<file path="src/rtl/pipeline_stall_controller_pkg.sv">
// Shared definitions for the pipeline stall controller: FSM encoding, register constants
// and the source/destination compare helper used by the hazard logic.
package pipeline_stall_controller_pkg;

  typedef enum logic [1:0] {
    ST_RUN   = 2'd0,
    ST_MWAIT = 2'd1,
    ST_FAULT = 2'd2
  } state_t;

  localparam logic [4:0]  REG_ZERO  = 5'd0;
  // sll $zero,$zero,0 -- what ID/EXE loads when bubble_id is asserted
  localparam logic [31:0] NOP_INSTR = 32'h0000_0000;

  // A source only matters if it is read and is not the hardwired $zero
  function automatic logic src_match(input logic [4:0] src, input logic used,
                                     input logic [4:0] dest);
    return used && (src != REG_ZERO) && (src == dest);
  endfunction

endpackage

</file>
<file path="src/rtl/pipeline_stall_controller_sat_counter.sv">
// Saturating up-counter: holds at all-ones instead of wrapping.
module sat_counter #(
  parameter int W = 16
) (
  input  logic         clk,
  input  logic         rst,
  input  logic         inc,
  output logic [W-1:0] count
);

  always_ff @(posedge clk or posedge rst) begin
    if (rst) begin
      count <= '0;
    end else if (inc && (count != {W{1'b1}})) begin
      count <= count + {{(W-1){1'b0}}, 1'b1};
    end
  end

endmodule

</file>
<file path="src/rtl/pipeline_stall_controller.sv">
// Freeze/bubble/flush sequencing for the 5-stage core: load-use and RAW hazard detection,
// SRAM-wait freeze with timeout trap, branch flush arbitration and stall/bubble statistics.
module pipeline_stall_controller
  import pipeline_stall_controller_pkg::*;
#(
  parameter int MEM_TIMEOUT = 255,
  parameter int CNT_W       = 16
) (
  input  logic             clk,
  input  logic             rst,
  input  logic             fwd_en,
  input  logic             id_valid,
  input  logic [4:0]       id_src1,
  input  logic [4:0]       id_src2,
  input  logic             id_two_src,
  input  logic [4:0]       exe_dest,
  input  logic             exe_wb_en,
  input  logic             exe_mem_r_en,
  input  logic [4:0]       mem_dest,
  input  logic             mem_wb_en,
  input  logic             mem_req,
  input  logic             sram_ready,
  input  logic             br_taken,
  output logic             freeze_front,
  output logic             bubble_id,
  output logic             freeze_all,
  output logic             flush_if,
  output logic             mem_fault,
  output logic [CNT_W-1:0] stall_cycles,
  output logic [CNT_W-1:0] bubble_count,
  output logic [1:0]       fsm_state
);

  state_t      state;
  logic [15:0] wait_cnt;
  logic        src1_used, src2_used;
  logic        hz_exe, hz_mem, hazard;
  logic        raw_freeze_all, raw_freeze_front, raw_bubble, raw_flush;

  assign src1_used = id_valid;
  assign src2_used = id_valid & id_two_src;
  assign hz_exe = exe_wb_en & (src_match(id_src1, src1_used, exe_dest) |
                               src_match(id_src2, src2_used, exe_dest));
  assign hz_mem = mem_wb_en & (src_match(id_src1, src1_used, mem_dest) |
                               src_match(id_src2, src2_used, mem_dest));
  // With forwarding only a load in EXE cannot be bypassed in time
  assign hazard = fwd_en ? (hz_exe & exe_mem_r_en) : (hz_exe | hz_mem);

  always_comb begin
    raw_freeze_all   = 1'b0;
    raw_freeze_front = 1'b0;
    raw_bubble       = 1'b0;
    raw_flush        = 1'b0;
    case (state)
      ST_RUN:   raw_freeze_all = mem_req & ~sram_ready;
      ST_MWAIT: raw_freeze_all = ~sram_ready;
      default:  raw_freeze_all = 1'b1;
    endcase
    // A full freeze overrides everything; a hazard suppresses the (stale) branch
    if (!raw_freeze_all) begin
      raw_freeze_front = hazard;
      raw_bubble       = hazard;
      raw_flush        = ~hazard & br_taken;
    end
  end

  assign freeze_all   = raw_freeze_all & ~rst;
  assign freeze_front = raw_freeze_front & ~rst;
  assign bubble_id    = raw_bubble & ~rst;
  assign flush_if     = raw_flush & ~rst;
  assign fsm_state    = state;

  always_ff @(posedge clk or posedge rst) begin
    if (rst) begin
      state     <= ST_RUN;
      wait_cnt  <= '0;
      mem_fault <= 1'b0;
    end else begin
      case (state)
        ST_RUN: begin
          if (mem_req && !sram_ready) begin
            state    <= ST_MWAIT;
            wait_cnt <= 16'd1;
          end
        end
        ST_MWAIT: begin
          if (sram_ready) begin
            state    <= ST_RUN;
            wait_cnt <= '0;
          end else if (wait_cnt == 16'(MEM_TIMEOUT)) begin
            state     <= ST_FAULT;
            mem_fault <= 1'b1;
          end else begin
            wait_cnt <= wait_cnt + 16'd1;
          end
        end
        ST_FAULT: mem_fault <= 1'b1;
        default:  state <= ST_RUN;
      endcase
    end
  end

  sat_counter #(.W(CNT_W)) u_stall_cnt (
    .clk   (clk),
    .rst   (rst),
    .inc   (freeze_front | freeze_all),
    .count (stall_cycles)
  );

  sat_counter #(.W(CNT_W)) u_bubble_cnt (
    .clk   (clk),
    .rst   (rst),
    .inc   (bubble_id),
    .count (bubble_count)
  );

endmodule
</file>
<file path="config.mk">
export PLATFORM = sky130hd
export DESIGN_NAME = pipeline_stall_controller
export DESIGN_NICKNAME = d
export VERILOG_FILES = /design/src/rtl/pipeline_stall_controller_pkg.sv /design/src/rtl/pipeline_stall_controller_sat_counter.sv /design/src/rtl/pipeline_stall_controller.sv
export SDC_FILE = /design/constraint.sdc
export NUM_CORES = 1
export LEC_CHECK = 0
export CORE_MARGIN = 2
export CORE_UTILIZATION = 30
export CTS_CLUSTER_SIZE = 24
export DETAILED_ROUTE_END_ITERATION = 7
export PLACE_DENSITY = 0.54
export SLEW_MARGIN = 10
export SYNTH_ARGS = -nofsm -noshare
export SYNTH_HDL_FRONTEND = slang
export SYNTH_SLANG_ARGS = --single-unit
</file>
<file path="constraint.sdc">
create_clock -name clk -period 3.7 [get_ports clk]
set_clock_uncertainty 0.1 [all_clocks]
set_input_delay 0.74 -clock clk [delete_from_list [all_inputs] [get_ports clk]]
set_output_delay 0.74 -clock clk [all_outputs]
set_load 0.005 [all_outputs]
</file>
==> results of run 1 <==
cell type report:
| class | instances | area share, % |
|---|---|---|
| clock inverter | 3 | 1.229 |
| inverter | 11 | 1.068 |
| sequential | 51 | 33.00 |
| tap | 111 | 3.591 |
| clock buffer | 5 | 1.779 |
| multi-input combinational | 207 | 38.79 |
| timing repair buffer | 83 | 20.54 |
power groups by stage:
stage | Sequential, mW | Clock (mW) | Combinational, mW
finish | 0.657 | 0.406 | 0.254
global route | 0.664 | 0.452 | 0.281
CTS | 0.656 | 0.429 | 0.257
detailed placement | 0.668 | 0 | 0.254
global placement | 0.666 | 0 | 0.251
floorplan | 0.653 | 0 | 0.109
path summary, 6_finish.rpt:
| path | cells after the start | end |
|---|---|---|
| setup reg to reg | 6 | wait_cnt[10]$_DFFE_PP0P_ |
| min in group asynchronous | 3 | u_stall_cnt.count[2]$_DFFE_PP0P_ |
| hold / removal | 1 | u_stall_cnt.count[7]$_DFFE_PP0P_ |
| max in group asynchronous | 3 | wait_cnt[7]$_DFFE_PP0P_ |
| setup / recovery | 7 | flush_if |
| hold reg to reg | 1 | u_stall_cnt.count[7]$_DFFE_PP0P_ |
per-layer routing:
layer | wire (um) | GRT usage (%)
met1 | 3042 | 17.61
met2 | 2933 | 21.34
met3 | 195 | 2.553
met4 | 120 | 4.262
met5 | 0 | 0
cells by family (layout without fill, tap and decap cells):
group	Yosys count	count (layout)	synth area share [%]
mux	4	4	1.678
xor+xnor	58	58	17.93
fa+ha+maj	3	3	1.325
flops	51	51	45.05
simple gates	115	115	22.84
buf+inv	17	102	2.650
compound gates	27	27	8.525
flip-flops by register name, indices dropped and copies added (netlist names):
register,flops
mem_fault,1
u_stall_cnt.count,16
u_bubble_cnt.count,16
wait_cnt,16
fsm_state,2
synth_stat cells, types with 2 or more instances:
master / n / area share [%]
nand2_1: 11 / 1.5
o21ai_0: 9 / 1.6
and2_1: 3 / 0.66
or3_1: 5 / 1.1
nor3_1: 4 / 0.71
nand2b_1: 3 / 0.66
nor4_1: 5 / 1.1
ha_1: 3 / 1.3
dfrtp_1: 51 / 45
inv_1: 11 / 1.5
and4_1: 6 / 1.9
a311oi_4: 2 / 1.9
clkbuf_1: 3 / 0.40
nor2b_1: 3 / 0.66
and3_1: 13 / 2.9
nor2_1: 17 / 2.3
nand4_1: 12 / 2.7
or4_1: 2 / 0.53
xnor2_1: 43 / 13
a21oi_1: 7 / 1.2
xor2_1: 15 / 4.6
nand3_1: 26 / 4.6
metrics by stage:
stage | cell area, um^2 | hold WS [ps] | instances | setup slack (ps) | utilization, %
2_1_floorplan | 2833 | 365.0 | 275 | 230.3 | -
3_3_place_gp | 3726 | 368.8 | 462 | -64.60 | 40.52
3_5_place_dp | 3726 | 366.5 | 462 | -123.6 | 40.52
4_1_cts | 3867 | 396.7 | 471 | 161.2 | 42.05
5_1_grt | 3867 | 418.7 | 471 | 113.5 | 42.05
6_report | 3867 | 395.8 | 471 | 186.3 | 42.05
repair_timing:
action / 4_1_cts / 5_1_grt
resized for setup: 8 / 0
buffers inserted: 1 / 0
setup endpoints to repair: 3 / 0
hold buffers: 0 / 0
==> flow_summary.json, run 1 <==
{
  "status": "finished, final reports clean",
  "cpPeakStageDelay_ps": 540,
  "layout-drive-gt1-share_pct": 10.83,
  "cp_cell_sequence": "clkdlybuf4s50_1 -> or4_1 -> o211ai_2 -> nor4_4 -> o21ai_4 -> and4_2 -> dlygate4sd2_1",
  "htree_num_levels": 2,
  "grt_start_max_net_pins": 52,
  "regArea_mm2": 0.001276,
  "dieArea_mm2": 0.01024,
  "drt_first_iter_violations": 80,
  "synth-seq-area-share_pct": 45.05,
  "finalPower_mw": 1.316,
  "required_ps": 2860,
  "dieHeight_um": 101.2,
  "p_switching_uw": 358.7,
  "place_hpwl_mm": 4.798,
  "power.leakage_nw": 1.565,
  "cts_buffer_depth": 2,
  "clock_sinks": 51,
  "synth_edf_count": 0,
  "crit_type": "in2out",
  "fp.dieW_um": 101.2,
  "layout_commonest_cell": "clkdlybuf4s50_1",
  "area_growth_syn_to_layout_pct": 36.53,
  "grt_overflow": 0,
  "via_per_inst": 4.817,
  "ant_nets": 0,
  "ys_async_sr_fraction_pct": 100.0,
  "syn-num-nets": 309,
  "power.share.switching_pct": 27.26,
  "grt_pass1_vias": 2287,
  "final_cell_mix": "clkdlybuf4s50_1, dfrtp_1, xnor2_1",
  "multi_input_area_mm2": 0.001500,
  "rrSetupSlack_ps": 1330,
  "p_comb_share_pct": 19.3,
  "clk_pin_slew_worst_paths_ps": 100,
  "hold_start": "u_stall_cnt.count[7]$_DFFE_PP0P_",
  "hp-class": "reg2reg",
  "finalSetupViolCount": 0,
  "fmax_mhz": 284.6,
  "core_mm2": 0.009196,
  "ioPinCount": 70,
  "finalNetCount": 393,
  "rsz0062_at_grt": "no",
  "path_max_fanout": 2,
  "grt.total_usage_pct": 13.11,
  "clockRootBuffer": "clkbuf_8",
  "hold_violations": 0,
  "drc": 0,
  "cts_made_buffers": 5,
  "crit_family": "simple AND/OR/NAND/NOR gates",
  "fillerInstances": 905,
  "vdd_drop_max_mv": 0.1940,
  "cellPowerDensity_mw_per_mm2": 340.2,
  "r2r-start": "wait_cnt[0]$_DFFE_PP0P_",
  "critPathCaptureType": "output port",
  "via_count": 2269,
  "critPathBufInv": 2,
  "syn_inst": 275,
  "antenna_found_initial": 0,
  "avgSynthCellArea_um2": 10.30,
  "initial_core_util_pct": 30.80,
  "maxSlewHeadroom_pct": 56.17,
  "place_congestion": 0.8584,
  "numPortBuffers": 69,
  "clock_latency_ps": 310,
  "worst_pin_slew_ps": 657.4,
  "finalMaxSlewViolations": 0,
  "start_kind": "input port",
  "cp.arrival_ps": 2670,
  "seqPwrFrac_pct": 49.9,
  "fin_crit_sh_pct": 94.96,
  "antenna_cells": 0,
  "cts_tree": "built",
  "p_int_uw": 957.1,
  "ys_warn_count": 0,
  "ys_ff_latch": 51,
  "fin_tns_setup_ps": 0,
  "cap_violations": 0,
  "period_minus_slack_ps": 3514,
  "grt_pass1_wl_mm": 10.83,
  "ys_types": 43,
  "drt-pass1-iter-count": 4,
  "wl_mm": 6.292,
  "wire_per_inst_um": 13.36,
  "rows": 35,
  "synth_ff_type": "dfrtp_1",
  "critPathSlowestCell": "or4_1",
  "startpoint": "id_src2[2]",
  "netlist_area_mm2": 0.002833,
  "clkPwrFrac_pct": 30.8
}
No activity file was read; power rests on OpenSTA's default activity.
==> inputs of run 2 (changes only) <==
--- a/config.mk
+++ b/config.mk
@@ -9,8 +9,11 @@
 export CORE_UTILIZATION = 30
 export CTS_CLUSTER_SIZE = 24
 export DETAILED_ROUTE_END_ITERATION = 7
+export GPL_TIMING_DRIVEN = 0
+export MAX_ROUTING_LAYER = met4
 export PLACE_DENSITY = 0.54
 export SLEW_MARGIN = 10
 export SYNTH_ARGS = -nofsm -noshare
 export SYNTH_HDL_FRONTEND = slang
+export SYNTH_HIERARCHICAL = 1
 export SYNTH_SLANG_ARGS = --single-unit
==> run 2 against run 1 <==
Fmax is 2.9% lower. Hold slack worse by 14 ps. Cell count is 9.6% higher. First-iteration DRC count is 44% higher. Critical endpoint unchanged. Largest cell class unchanged. Largest power group unchanged.
==> flow_summary.json, run 2 <==
{
  "vdd_drop_max_mv": 0.1797,
  "wire_per_inst_um": 13.65,
  "r2r-start": "fsm_state[0]$_DFFE_PP0P_",
  "place_congestion": 0.8330,
  "fmax_mhz": 276.4,
  "place_worst_setup_slack_ps": -494.2,
  "cellPowerDensity_mw_per_mm2": 311.5,
  "area_growth_syn_to_layout_pct": 34.87,
  "htree_num_levels": 2,
  "grt_overflow": 0,
  "ys_ff_latch": 51,
  "hp-class": "reg2reg",
  "finalWorstSetupSlack_ps": 82.67,
  "worstHoldEndpoint": "mem_fault$_DFFE_PP0P_",
  "rows": 36,
  "yosysTopAreaCell": "dfrtp_1",
  "hold_buffers": 0,
  "ant_nets": 0,
  "finalNetCount": 416,
  "cts_tree": "built",
  "synth_top_area_share_pct": 42.64,
  "drt-pass1-iter-count": 4,
  "worst_pin_slew_ps": 649.7,
  "ioPinCount": 70,
  "initial_core_util_pct": 30.76,
  "status": "finished, final reports clean",
  "clock_sinks": 51,
  "cts_buffer_depth": 2,
  "avgSynthCellArea_um2": 9.976,
  "maxSlewHeadroom_pct": 56.53,
  "fp.dieW_um": 103.9,
  "antenna_cells": 0,
  "yosysMostFrequentCell": "dfrtp_1",
  "holdPathStages": 1,
  "core_mm2": 0.009729,
  "clock_latency_ps": 300,
  "start_kind": "input port",
  "synth_ff_type": "dfrtp_1",
  "final_cell_mix": "clkdlybuf4s50_1, dfrtp_1, xnor2_1",
  "cap_violations": 0,
  "fin_crit_sh_pct": 97.77,
  "synth_edf_count": 0,
  "fin_worst_hold_slack_ps": 381.6,
  "synthTopCellsByCount": "dfrtp_1, xnor2_1, nor2_1",
  "path_max_fanout": 3,
  "required_ps": 2860,
  "reg2reg_depth": 10,
  "cp.arrival_ps": 2780,
  "layout-drive-gt1-share_pct": 11.75,
  "dieHeight_um": 103.9,
  "hold_start": "mem_fault$_DFFE_PP0P_",
  "ys_warn_count": 6,
  "syn-num-nets": 334,
  "grt_pass1_vias": 2432,
  "drt_first_iter_violations": 115,
  "antenna_found_initial": 0,
  "clockRootBuffer": "clkbuf_8",
  "grt_pass1_wl_mm": 11.73,
  "grt_start_max_net_pins": 21,
  "syn_inst": 300,
  "synth_top_cells_by_area": "dfrtp_1, xnor2_1, nand3_1",
  "power.leakage_nw": 1.708,
  "largestRegisters": "u_bubble_cnt/count: 16 flops, u_stall_cnt/count: 16 flops, wait_cnt: 16 flops",
  "finalSetupViolCount": 0,
  "rsz0062_at_grt": "no",
  "ys_async_sr_fraction_pct": 100.0,
  "drc": 0,
  "critPathCaptureType": "output port",
  "fin_util_pct": 41.49,
  "p_int_uw": 887.4,
  "seqPwrFrac_pct": 52.9,
  "power.share.switching_pct": 29.43,
  "via_per_inst": 4.917,
  "ys_types": 48,
  "wl_mm": 7.044,
  "netlist_area_mm2": 0.002993,
  "finalMaxSlewViolations": 0,
  "layout_commonest_cell": "clkdlybuf4s50_1",
  "numPortBuffers": 69,
  "period_minus_slack_ps": 3617,
  "cts_made_buffers": 5,
  "grt.total_usage_pct": 13.32,
  "crit_type": "in2out",
  "hold_violations": 0,
  "dieArea_mm2": 0.01079,
  "place_hpwl_mm": 5.198,
  "clk_pin_slew_worst_paths_ps": 100,
  "r2r-end": "u_bubble_cnt/count[14]$_DFFE_PP0P_",
  "synth-seq-area-share_pct": 42.64,
  "rrSetupSlack_ps": 1200,
  "p_comb_share_pct": 21.3,
  "clkPwrFrac_pct": 25.8,
  "via_count": 2537,
  "p_switching_uw": 370.0
}
[run 2: cell types whose count changed in the layout (fill, tap and decap cells not counted), moves of 4 or more]
cell	change
clkdlybuf4s50_1	-11
nor2_1	+5
o21ai_0	-4
dlymetal6s2s_1	+7
dlygate4sd2_1	+4
nand2_1	+9
a31oi_1	+4
nand3_1	-5
xor2_1	-11
buf_4	-7
[run 2: worst max-delay path by stage]
stage | from | to | slack [ps] | depth (start not counted)
2_1_floorplan | id_src2[1] | freeze_front | 730 | 6
6_report | id_src2[3] | flush_if | 80 | 8
4_1_cts | id_src2[3] | freeze_front | -1 | 8
3_3_place_gp | id_src1[2] | freeze_front | -490 | 8
5_1_grt | id_src2[3] | flush_if | 0.7 | 8
3_5_place_dp | id_src1[1] | freeze_front | -490 | 8
[run 2: layout make-up]
| type | instances | area, um^2 |
|---|---|---|
| multi-input cells | 235 | 1703 |
| well taps | 133 | 166.4 |
| repair buffers | 74 | 735.7 |
| repair inverters | 1 | 5.005 |
| plain buffers | 5 | 25.02 |
| flip-flops and latches | 51 | 1276 |
| fillers | 983 | 5693 |
| clock inverters | 3 | 18.77 |
| clock buffers | 5 | 68.82 |
| inverters | 9 | 37.54 |
[run 2: cell families after synthesis]
family                   share of synthesized area (%)
XOR/XNOR                                         14.63
adder cells (fa/ha/maj)                          1.254
buffers and inverters                            1.965
AND/OR/NAND/NOR                                  28.01
AO/OA/AOI/OAI                                    9.323
multiplexers                                     2.174
flip-flops                                       42.64
[run 2: worst max-delay path: stages]
cell and delay, ps:
dlygate4sd2_1 270, or4_1 530, o211ai_1 280, or3_1 150
o31a_1 210, buf_4 150, and4bb_2 200, dlygate4sd2_1 240
[run 2: routing by layer]
metal  part of all wire [%]  global-route usage (%)  vias up  routed length, um
met5                      0                       -        -                  0
met4                   0.72                   2.606        0                 51
met3                    3.9                   2.318        4                273
met2                     45                   20.63       57               3172
met1                     50                   18.46     1195               3546
li1                       -                       -     1281                  -
[run 2: repair_timing]
| item | CTS | global route |
|---|---|---|
| gates resized for setup | 16 | 10 |
| setup buffers | 3 | 2 |
| pin swaps | 7 | 5 |
| gates cloned | 0 | 1 |
| endpoints found under the setup margin | 3 | 6 |
[run 2: power groups by stage]
stage,Combinational [mW],Sequential (mW),Clock (mW)
detailed placement,0.266,0.676,0
floorplan,0.124,0.666,0
finish,0.268,0.666,0.324
global route,0.294,0.678,0.365
global placement,0.264,0.676,0
CTS,0.269,0.666,0.344
[run 2: through the flow]
stage          area, um^2  std cells  power (mW)  setup TNS, ps
2_1_floorplan        2993        300      0.7898              0
6_report             4036        516       1.257              0
5_1_grt              4036        516       1.337              0
4_1_cts              3979        513       1.278         -1.188
3_5_place_dp         3850        502      0.9420          -1501
3_3_place_gp         3850        502      0.9397          -1444
==> inputs of run 3 (changes only) <==
--- a/config.mk
+++ b/config.mk
@@ -5,6 +5,7 @@
 export SDC_FILE = /design/constraint.sdc
 export NUM_CORES = 1
 export LEC_CHECK = 0
+export CAP_MARGIN = 40
 export CORE_MARGIN = 2
 export CORE_UTILIZATION = 30
 export CTS_CLUSTER_SIZE = 24
==> results of run 3 <==
No change in the layout: final DEF, timing and power equal those of run 2.
